==> config.mk <==
export PLATFORM = sky130hd
export DESIGN_NAME = spi_master_flat
export DESIGN_NICKNAME = d
export VERILOG_FILES = /design/src/rtl/spi_pkg.sv /design/src/rtl/spi_master_if.sv /design/src/rtl/spi_master_timer.sv /design/src/rtl/spi_master.sv /design/src/flat_wrapper.sv
export SDC_FILE = /design/constraint.sdc
export NUM_CORES = 1
export LEC_CHECK = 0
export ABC_AREA = 1
export CAP_MARGIN = 20
export CORE_AREA = 2 2 65 67
export CTS_CLUSTER_DIAMETER = 40
export DETAILED_ROUTE_END_ITERATION = 10
export DIE_AREA = 0 0 67 69
export GPL_TIMING_DRIVEN = 0
export PLACE_DENSITY = 0.79
export SKIP_CTS_REPAIR_TIMING = 1
export SYNTH_ARGS = -nofsm -noshare
export SYNTH_HDL_FRONTEND = slang
export SYNTH_SLANG_ARGS = --single-unit
==> constraint.sdc <==
create_clock -name clk -period 3.5 [get_ports clk]
set_input_delay 0.7 -clock clk [delete_from_list [all_inputs] [get_ports clk]]
set_output_delay 0.7 -clock clk [all_outputs]
set_load 0.02 [all_outputs]
==> src/rtl/spi_pkg.sv <==
// Shared SPI definitions: FSM states, frame width, minimum SCK half-period and the host byte payload.
package spi_pkg;

  localparam int unsigned SPI_BYTE_W   = 8;
  localparam int unsigned SPI_BIT_W    = $clog2(SPI_BYTE_W);
  // Matches the slave's 3-flop oversampling requirement.
  localparam int unsigned SPI_MIN_HALF = 4;
  localparam int unsigned SPI_TMR_W    = 8;

  typedef enum logic [2:0] {
    IDLE,
    SETUP,
    HIGH,
    LOW,
    BOUNDARY,
    HOLD,
    GAP
  } spi_state_e;

  typedef struct packed {
    logic                  last;
    logic [SPI_BYTE_W-1:0] data;
  } spi_tx_t;

  // Timer load value giving a state dwell of exactly 'cycles' clocks.
  function automatic logic [SPI_TMR_W-1:0] tmr_reload(input int unsigned cycles);
    return SPI_TMR_W'(cycles - 1);
  endfunction

endpackage

==> src/rtl/spi_master_if.sv <==
// Host-side byte stream of the SPI master: tx valid/ready handshake, rx strobe and busy.
interface spi_master_if;

  logic [spi_pkg::SPI_BYTE_W-1:0] tx_data;
  logic                           tx_valid;
  logic                           tx_last;
  logic                           tx_ready;
  logic [spi_pkg::SPI_BYTE_W-1:0] rx_data;
  logic                           rx_valid;
  logic                           busy;

  modport master (
    output tx_data, tx_valid, tx_last,
    input  tx_ready, rx_data, rx_valid, busy
  );

  modport slave (
    input  tx_data, tx_valid, tx_last,
    output tx_ready, rx_data, rx_valid, busy
  );

endinterface

==> src/rtl/spi_master_timer.sv <==
// Loadable down-counter that saturates at zero; zero_o is registered alongside the count.
module spi_master_timer #(
  parameter int unsigned W = 8
) (
  input  logic         clk,
  input  logic         rst,
  input  logic         load_i,
  input  logic [W-1:0] load_val_i,
  output logic         zero_o
);

  logic [W-1:0] cnt_q, cnt_d;
  logic         zero_q;

  always_comb begin
    cnt_d = cnt_q;
    if (load_i) begin
      cnt_d = load_val_i;
    end else if (cnt_q != '0) begin
      cnt_d = cnt_q - W'(1);
    end
  end

  always_ff @(posedge clk) begin
    if (rst) begin
      cnt_q  <= '0;
      zero_q <= 1'b1;
    end else begin
      cnt_q  <= cnt_d;
      zero_q <= (cnt_d == '0);
    end
  end

  assign zero_o = zero_q;

endmodule

==> src/rtl/spi_master.sv <==
// SPI mode-0 initiator, MSB first, 8-bit frames, fed by a valid/ready byte stream.
// Optional SPI_MASTER_LOOPBACK_EN adds a loopback input that routes MOSI into the receive path.
module spi_master
  import spi_pkg::*;
#(
  parameter int unsigned HALF_PERIOD = 8,
  parameter int unsigned CS_SETUP    = 8,
  parameter int unsigned CS_GAP      = 8
) (
  input  logic        clk,
  input  logic        rst,
  spi_master_if.slave bus,
  output logic        SCK,
  output logic        MOSI,
  output logic        SSEL,
  input  logic        MISO
`ifdef SPI_MASTER_LOOPBACK_EN
  ,
  input  logic        loopback
`endif
);

  if (HALF_PERIOD < SPI_MIN_HALF || HALF_PERIOD > 255) begin : g_bad_half
    $error("spi_master: HALF_PERIOD must be within 4..255");
  end
  if (CS_SETUP < 1 || CS_SETUP > 256 || CS_GAP < 1 || CS_GAP > 256) begin : g_bad_cs
    $error("spi_master: CS_SETUP and CS_GAP must be within 1..256");
  end

  spi_state_e            state_q, state_d;
  spi_tx_t               tx_q, tx_d;
  logic [SPI_BYTE_W-2:0] rx_shift_q, rx_shift_d;
  logic [SPI_BYTE_W-1:0] rx_data_q, rx_data_d;
  logic [SPI_BIT_W-1:0]  bit_cnt_q, bit_cnt_d;
  logic                  rx_valid_q, rx_valid_d;
  logic                  sck_q, sck_d, ssel_q, ssel_d, mosi_q, mosi_d;
  logic                  ready_q, ready_d, busy_q, busy_d;
  logic                  miso_meta_q, miso_sync_q, miso_src;
  logic                  hs, tmr_load, tmr_zero;
  logic [SPI_TMR_W-1:0]  tmr_val;

`ifdef SPI_MASTER_LOOPBACK_EN
  logic lb_q, lb_d;

  // Loopback mode is frozen for the whole transaction once it leaves IDLE.
  assign lb_d = (state_q == IDLE) ? loopback : lb_q;

  always_ff @(posedge clk) begin
    if (rst) lb_q <= 1'b0;
    else     lb_q <= lb_d;
  end

  assign miso_src = lb_q ? mosi_q : MISO;
`else
  assign miso_src = MISO;
`endif

  assign hs       = bus.tx_valid && ready_q;
  assign tmr_load = (state_d != state_q);

  spi_master_timer #(.W(SPI_TMR_W)) u_timer (
    .clk       (clk),
    .rst       (rst),
    .load_i    (tmr_load),
    .load_val_i(tmr_val),
    .zero_o    (tmr_zero)
  );

  always_comb begin
    state_d    = state_q;
    tx_d       = tx_q;
    rx_shift_d = rx_shift_q;
    rx_data_d  = rx_data_q;
    rx_valid_d = 1'b0;
    bit_cnt_d  = bit_cnt_q;
    sck_d      = sck_q;
    ssel_d     = ssel_q;
    mosi_d     = mosi_q;
    tmr_val    = '0;
    unique case (state_q)
      IDLE: begin
        if (hs) begin
          tx_d    = '{last: bus.tx_last, data: bus.tx_data};
          mosi_d  = bus.tx_data[SPI_BYTE_W-1];
          ssel_d  = 1'b0;
          state_d = SETUP;
          tmr_val = tmr_reload(CS_SETUP);
        end
      end
      SETUP: begin
        if (tmr_zero) begin
          sck_d   = 1'b1;
          state_d = HIGH;
          tmr_val = tmr_reload(HALF_PERIOD);
        end
      end
      HIGH: begin
        if (tmr_zero) begin
          sck_d      = 1'b0;
          rx_shift_d = {rx_shift_q[SPI_BYTE_W-3:0], miso_sync_q};
          bit_cnt_d  = bit_cnt_q + SPI_BIT_W'(1);
          tmr_val    = tmr_reload(HALF_PERIOD);
          if (bit_cnt_q == SPI_BIT_W'(SPI_BYTE_W - 1)) begin
            rx_valid_d = 1'b1;
            rx_data_d  = {rx_shift_q, miso_sync_q};
            state_d    = BOUNDARY;
          end else begin
            // Rotate keeps every shift bit live; MOSI takes the next bit on the falling edge.
            tx_d.data = {tx_q.data[SPI_BYTE_W-2:0], tx_q.data[SPI_BYTE_W-1]};
            mosi_d    = tx_q.data[SPI_BYTE_W-2];
            state_d   = LOW;
          end
        end
      end
      LOW: begin
        if (tmr_zero) begin
          sck_d   = 1'b1;
          state_d = HIGH;
          tmr_val = tmr_reload(HALF_PERIOD);
        end
      end
      BOUNDARY: begin
        // Last byte: finish the final SCK low half before the hold time.
        if (tx_q.last) begin
          if (tmr_zero) begin
            state_d = HOLD;
            tmr_val = tmr_reload(CS_SETUP);
          end
        end else if (hs) begin
          tx_d    = '{last: bus.tx_last, data: bus.tx_data};
          mosi_d  = bus.tx_data[SPI_BYTE_W-1];
          state_d = LOW;
          tmr_val = tmr_reload(HALF_PERIOD);
        end
      end
      HOLD: begin
        if (tmr_zero) begin
          ssel_d  = 1'b1;
          state_d = GAP;
          tmr_val = tmr_reload(CS_GAP);
        end
      end
      GAP: begin
        if (tmr_zero) state_d = IDLE;
      end
      default: state_d = IDLE;
    endcase
    ready_d = (state_d == IDLE) || ((state_d == BOUNDARY) && !tx_d.last);
    busy_d  = (state_d != IDLE);
  end

  always_ff @(posedge clk) begin
    if (rst) begin
      state_q     <= IDLE;
      tx_q        <= '0;
      rx_shift_q  <= '0;
      rx_data_q   <= '0;
      rx_valid_q  <= 1'b0;
      bit_cnt_q   <= '0;
      sck_q       <= 1'b0;
      ssel_q      <= 1'b1;
      mosi_q      <= 1'b0;
      ready_q     <= 1'b0;
      busy_q      <= 1'b0;
      miso_meta_q <= 1'b0;
      miso_sync_q <= 1'b0;
    end else begin
      state_q     <= state_d;
      tx_q        <= tx_d;
      rx_shift_q  <= rx_shift_d;
      rx_data_q   <= rx_data_d;
      rx_valid_q  <= rx_valid_d;
      bit_cnt_q   <= bit_cnt_d;
      sck_q       <= sck_d;
      ssel_q      <= ssel_d;
      mosi_q      <= mosi_d;
      ready_q     <= ready_d;
      busy_q      <= busy_d;
      miso_meta_q <= miso_src;
      miso_sync_q <= miso_meta_q;
    end
  end

  assign SCK          = sck_q;
  assign MOSI         = mosi_q;
  assign SSEL         = ssel_q;
  assign bus.tx_ready = ready_q;
  assign bus.rx_data  = rx_data_q;
  assign bus.rx_valid = rx_valid_q;
  assign bus.busy     = busy_q;

endmodule

==> src/flat_wrapper.sv <==
// flat-port wrapper written by rule: the top's interface ports become plain ports
module spi_master_flat import spi_pkg::*;
#(
  parameter int unsigned HALF_PERIOD = 8,
  parameter int unsigned CS_SETUP    = 8,
  parameter int unsigned CS_GAP      = 8
)
  (clk, rst, SCK, MOSI, SSEL, MISO, bus_tx_data, bus_tx_valid, bus_tx_last, bus_tx_ready, bus_rx_data, bus_rx_valid, bus_busy);
  spi_master_if bus_i ();
  input  logic clk;
  input  logic rst;
  output logic SCK;
  output logic MOSI;
  output logic SSEL;
  input  logic MISO;
  input wire logic [$bits(bus_i.tx_data)-1:0] bus_tx_data;
  input wire logic [$bits(bus_i.tx_valid)-1:0] bus_tx_valid;
  input wire logic [$bits(bus_i.tx_last)-1:0] bus_tx_last;
  output wire logic [$bits(bus_i.tx_ready)-1:0] bus_tx_ready;
  output wire logic [$bits(bus_i.rx_data)-1:0] bus_rx_data;
  output wire logic [$bits(bus_i.rx_valid)-1:0] bus_rx_valid;
  output wire logic [$bits(bus_i.busy)-1:0] bus_busy;
  assign bus_i.tx_data = bus_tx_data;
  assign bus_i.tx_valid = bus_tx_valid;
  assign bus_i.tx_last = bus_tx_last;
  assign bus_tx_ready = bus_i.tx_ready;
  assign bus_rx_data = bus_i.rx_data;
  assign bus_rx_valid = bus_i.rx_valid;
  assign bus_busy = bus_i.busy;
  spi_master #(.HALF_PERIOD(HALF_PERIOD), .CS_SETUP(CS_SETUP), .CS_GAP(CS_GAP)) u_core (.clk(clk), .rst(rst), .bus(bus_i), .SCK(SCK), .MOSI(MOSI), .SSEL(SSEL), .MISO(MISO));
endmodule
; ---- After elaboration in Yosys (flattened, before gate mapping)
; Index checks and enable logic that the tools add are counted.
[word_totals]
register_bits = 47
input_bits = 13
output_inout_bits = 14
[classes]
n_addsub = 2
n_eq_ne = 16
muxes = 34
bitwise = 2
reduce_logical = 21
[ops]
columns = op, count
row1 = one-hot mux 8 bit (3 select lines), 2
row2 = two-way mux 3 bit, 12
row3 = two-way mux 8 bit, 4
row4 = two-way mux 9 bit, 3
row5 = one-hot mux 3 bit (6 select lines), 1
row6 = equality test 3 bit (second input constant), 5
row7 = AND reduction 3 bit, 3
row8 = zero test 8 bit, 1
row9 = two-way mux 1 bit, 8
row10 = inequality test 2 bit (second input constant), 4
row11 = nonzero test 8 bit, 1
row12 = subtractor 8 x 1 -> 8 bit (second input constant), 1
row13 = equality test 3 x 2 -> 1 bit (second input constant), 2
row14 = zero test 3 bit, 2
row15 = inequality test 2 x 1 -> 1 bit (second input constant), 3
row16 = one-hot mux 1 bit (2 select lines), 3
row17 = AND reduction 6 bit, 1
row18 = nonzero test 3 bit, 2
row19 = AND reduction 4 bit, 1
row20 = nonzero test 2 bit, 2
row21 = OR reduction 4 bit, 1
row22 = adder 3 x 1 -> 3 bit (second input constant), 1
row23 = equality test 3 x 1 -> 1 bit (second input constant), 1
row24 = inequality test 3 bit, 1
row25 = 8 further kinds, 10

; ---- Logic depth before layout (Yosys ltp)
[logic_depth]
ltp_word = 7
ltp_mapped = 15

; ---- By module
; Synthesis repeated with hierarchy kept, for this count alone.
[hier_totals]
hier_cells = 348
area_unflattened_um2 = 2424.8
[by_module_without_submodules]
columns = mod, instances, cells_each, area_each_um2
row1 = spi_master, 1, 250, 1785.5
row2 = spi_master_timer, 1, 98, 639.4

; ---- Worst setup path after synthesis
; No wires, ideal clock.
[synth_path]
kind = input-to-reg
start = input port bus_tx_valid
end = register u_core.u_timer.zero_q (netlist: u_core.u_timer.zero_o)
arrival_time_ns = 1.799
required_time_ns = 3.439
path_slack_ns = 1.641
path_stages = 13
n_path_buf = 1
path_cell_list = nand2_1 -> inv_1 -> buf_2 -> nand4_1 -> nand3_1 -> nand2_1 -> nand2_1 -> inv_2 -> nand3_1 -> nand2_1 -> nor2_2 -> nand3_1 -> nand2_1
[synth_between]
elab_chain_cells = 7
[synth_rtl]
columns = element, line
row1 = from (decl), flat_wrapper.sv:17  ; input wire logic [$bits(bus_i.tx_valid)-1:0] bus_tx_valid;
row2 = logical AND 1 bit (*), spi_master.sv:58  ; assign hs = bus.tx_valid && ready_q;
row3 = two-way mux 3 bit, spi_master.sv:129  ; end else if (hs) begin
row4 = two-way mux 3 bit, spi_master.sv:124  ; if (tx_q.last) begin
row5 = one-hot mux 3 bit (6 select lines), spi_master.sv:80  ; unique case (state_q)
row6 = inequality test 3 bit, spi_master.sv:59  ; assign tmr_load = (state_d != state_q);
row7 = two-way mux 8 bit (*), spi_master_timer.sv:17  ; if (load_i) begin
row8 = zero test 8 bit (*), spi_master_timer.sv:30  ; zero_q <= (cnt_d == '0);
row9 = to (signal assigned), spi_master_timer.sv:30
row10 = to (decl), spi_master_timer.sv:13  ; logic zero_q;
; Mark *: on every way between the ends. The rest lies on a longest branch, timed or not.
; A chain may end at the register's enable or synchronous reset.

; ---- Worst setup path after layout
; Same ends and word-level chain as after synthesis.

==> impl_metrics.tcl <==
set metrics [dict create \
    status "finished, final reports clean" \
    clock_latency_ps 310 \
    grt_max_degree 17 \
    rr_endpoint "u_core.u_timer.zero_o$_SDFF_PP1_" \
    initial_core_util_pct 56.5 \
    reg2reg_setup_slack_ps 1610 \
    drt_iter0_drc 153 \
    antenna_found_initial 0 \
    rows 23 \
    synthesis.area_sq_mm 0.00221 \
    path_clk_slew_ps 90 \
    worstMarginPinSlew_ps 521 \
    grt-ovfl-total 0 \
    cts.path.max_buffers 2 \
    cts_tree "built" \
    rsz0062_at_grt "false" \
    fin_skew_ps 5.84 \
    wl_microns 4680 \
    num_vias 1998 \
    wire_per_inst_microns 12.3 \
    die_w_microns 67 \
    port_buffers 26 \
    final_common_cell "nand2_1" \
    r2r_start "u_core.bit_cnt_q[0]$_SDFFE_PP0P_" \
    synth_cells 297 \
    hpwl_microns 3370 \
    ir_worst_vdd_mv 0.342 \
    hold_path.class "reg2reg" \
    hold_viol 0 \
    synth_top_flop_cell "dfxtp_1" \
    ant_nets 0 \
    slew_violations 0 \
    final_cell_mix "nand2_1, nor2_1, dfxtp_1" \
    grt_pass1_vias 1914 \
    fp.dieH_microns 69 \
    critPathRequiredTime_ps 3750 \
    async_flop_share_pct 0 \
    cts_num_sinks 47 \
    crit_type "in2reg" \
    dr.pass1.iters 4 \
    grt_pass1_wl_microns 8180 \
    holdPathEnd "u_core.miso_sync_q$_SDFF_PP0_" \
    power_density_mw_per_mm2 673 \
    p_leak_nw 1.14 \
    avgSynthCellArea_sq_um 7.45 \
    drive_gt1_share_pct 11.8 \
    finalSetupViolCount 0 \
    dieArea_sq_mm 0.00462 \
    fillers 366 \
    finalCriticalPeriod_ps 2240 \
    core_area_sq_mm 0.00391 \
    cp-start-kind "input pin" \
    synth_edf_count 0 \
    ys_seq_area_share_pct 42.5 \
    yosysWarningCount 0 \
    cts-root-buf "clkbuf_8" \
    tns_ps 0 \
    design_area_sq_mm 0.00265 \
    hp-start "u_core.miso_meta_q$_SDFF_PP0_" \
    synth_seq_cells 47 \
    place_area_sq_mm 0.00253 \
    cts_made_buffers 5 \
    area_growth_pct 19.9 \
    place.gp.congestion 0.849 \
    worstPathArrival_ps 2490 \
    slew_headroom_pct 65.3 \
    cp_max_fo 10 \
    min_period_over_period_pct 63.9 \
    cap_viol_max_count 0 \
    cp-end-kind "register" \
    r2r_cells 15 \
    syn_nets 315 \
    htreeDepth 2 \
    diodes 0 \
    grt_use_total_pct 22.5 \
    clock.fmax_mhz 447 \
    pin_count 27 \
    vias_per_cell 5.24 \
    drcViolationCount 0 \
    synthDistinctLibCells 34 \
    fin_nets 348 \
    holdPathStages 2 \
]
Yosys cell counts, types with 6 or more instances:
cell | instances | area share (%)
nor2_1 | 49 | 8.3
dfxtp_1 | 47 | 43
nand2_1 | 50 | 8.5
a21oi_1 | 12 | 2.7
nand4_1 | 12 | 3.4
inv_1 | 24 | 4.1
nand3_1 | 11 | 2.5
nor2_2 | 6 | 1.7
inv_2 | 7 | 1.2
a31oi_1 | 8 | 2.3
o21ai_0 | 22 | 5.0
registers in the layout, summed over array words and instances (netlist names):
name,cells
u_core.SSEL,1
u_core.MOSI,1
u_core.bus.rx_data,8
u_core.miso_meta_q,1
u_core.tx_q,9
u_core.bus.rx_valid,1
u_core.bus.busy,1
u_core.bus.tx_ready,1
u_core.u_timer.cnt_q,8
u_core.u_timer.zero_o,1
u_core.state_q,3
u_core.bit_cnt_q,3
u_core.rx_shift_q,7
u_core.miso_sync_q,1
u_core.SCK,1
layer usage:
layer  up-vias  GRT usage [%]  wire length (microns)
li1       1042              -                      -
met1       914           28.6                   2220
met2        36           36.7                   2170
met3         6           5.71                    228
met4         0           7.26                     65
met5         -              0                      0
how the worst max path moves through the flow:
| stage | start | to | slack (ps) |
|---|---|---|---|
| global placement | bus_tx_valid | u_core.u_timer.zero_o$_SDFF_PP1_ | 990 |
| finish | bus_tx_valid | u_core.u_timer.zero_o$_SDFF_PP1_ | 1260 |
| global route | bus_tx_valid | u_core.u_timer.zero_o$_SDFF_PP1_ | 1080 |
| detailed placement | bus_tx_valid | u_core.u_timer.zero_o$_SDFF_PP1_ | 970 |
| floorplan | bus_tx_valid | u_core.u_timer.zero_o$_SDFF_PP1_ | 1640 |
| CTS | bus_tx_valid | u_core.u_timer.zero_o$_SDFF_PP1_ | 1290 |
report_power, final:
group / internal (mW) / switching (mW) / total (mW) / leakage (nW)
sequential: 0.621 / 0.0542 / 0.675 / 0.383
combinational: 0.267 / 0.432 / 0.699 / 0.695
clock: 0.216 / 0.193 / 0.410 / 0.0587
total: 1.10 / 0.679 / 1.78 / 1.14
through the flow:
stage | worst slack [ps] | hold slack, ps | utilization (%) | std cells | power, mW
3_3_place_gp | 985 | 393 | 64.8 | 373 | 1.36
6_report | 1260 | 423 | 67.7 | 381 | 1.78
4_1_cts | 1290 | 426 | 67.7 | 381 | 1.79
3_5_place_dp | 967 | 403 | 64.8 | 373 | 1.37
2_1_floorplan | 1640 | 388 | - | 297 | 1.22
5_1_grt | 1080 | 459 | 67.7 | 381 | 1.91
worst max-delay path: stages:
cell	delay, ps
clkdlybuf4s50_1	450
nand2_1	90
inv_1	80
buf_2	220
nand4_1	170
nand3_1	160
nand2_1	110
nand2_1	90
inv_2	50
nand3_1	80
nand2_1	70
nor2_2	100
nand3_1	70
nand2_1	60
logic make-up after synthesis:
group | synth area share (%)
buf+inv | 9.05
simple gates | 30.0
flops | 42.5
fa+ha+maj | 2.83
xor+xnor | 1.98
compound gates | 13.6
cell type report:
class	instances	area [sq um]	area share (%)
buffer	12	78.8	2.97
clock inverter	3	47.5	1.79
multi-input combinational	206	1070	40.4
timing repair buffer	26	260	9.82
sequential	47	941	35.5
clock buffer	5	68.8	2.60
tap	50	62.6	2.36
inverter	32	121	4.58
Note: power is estimated with default switching activity, not from simulation.
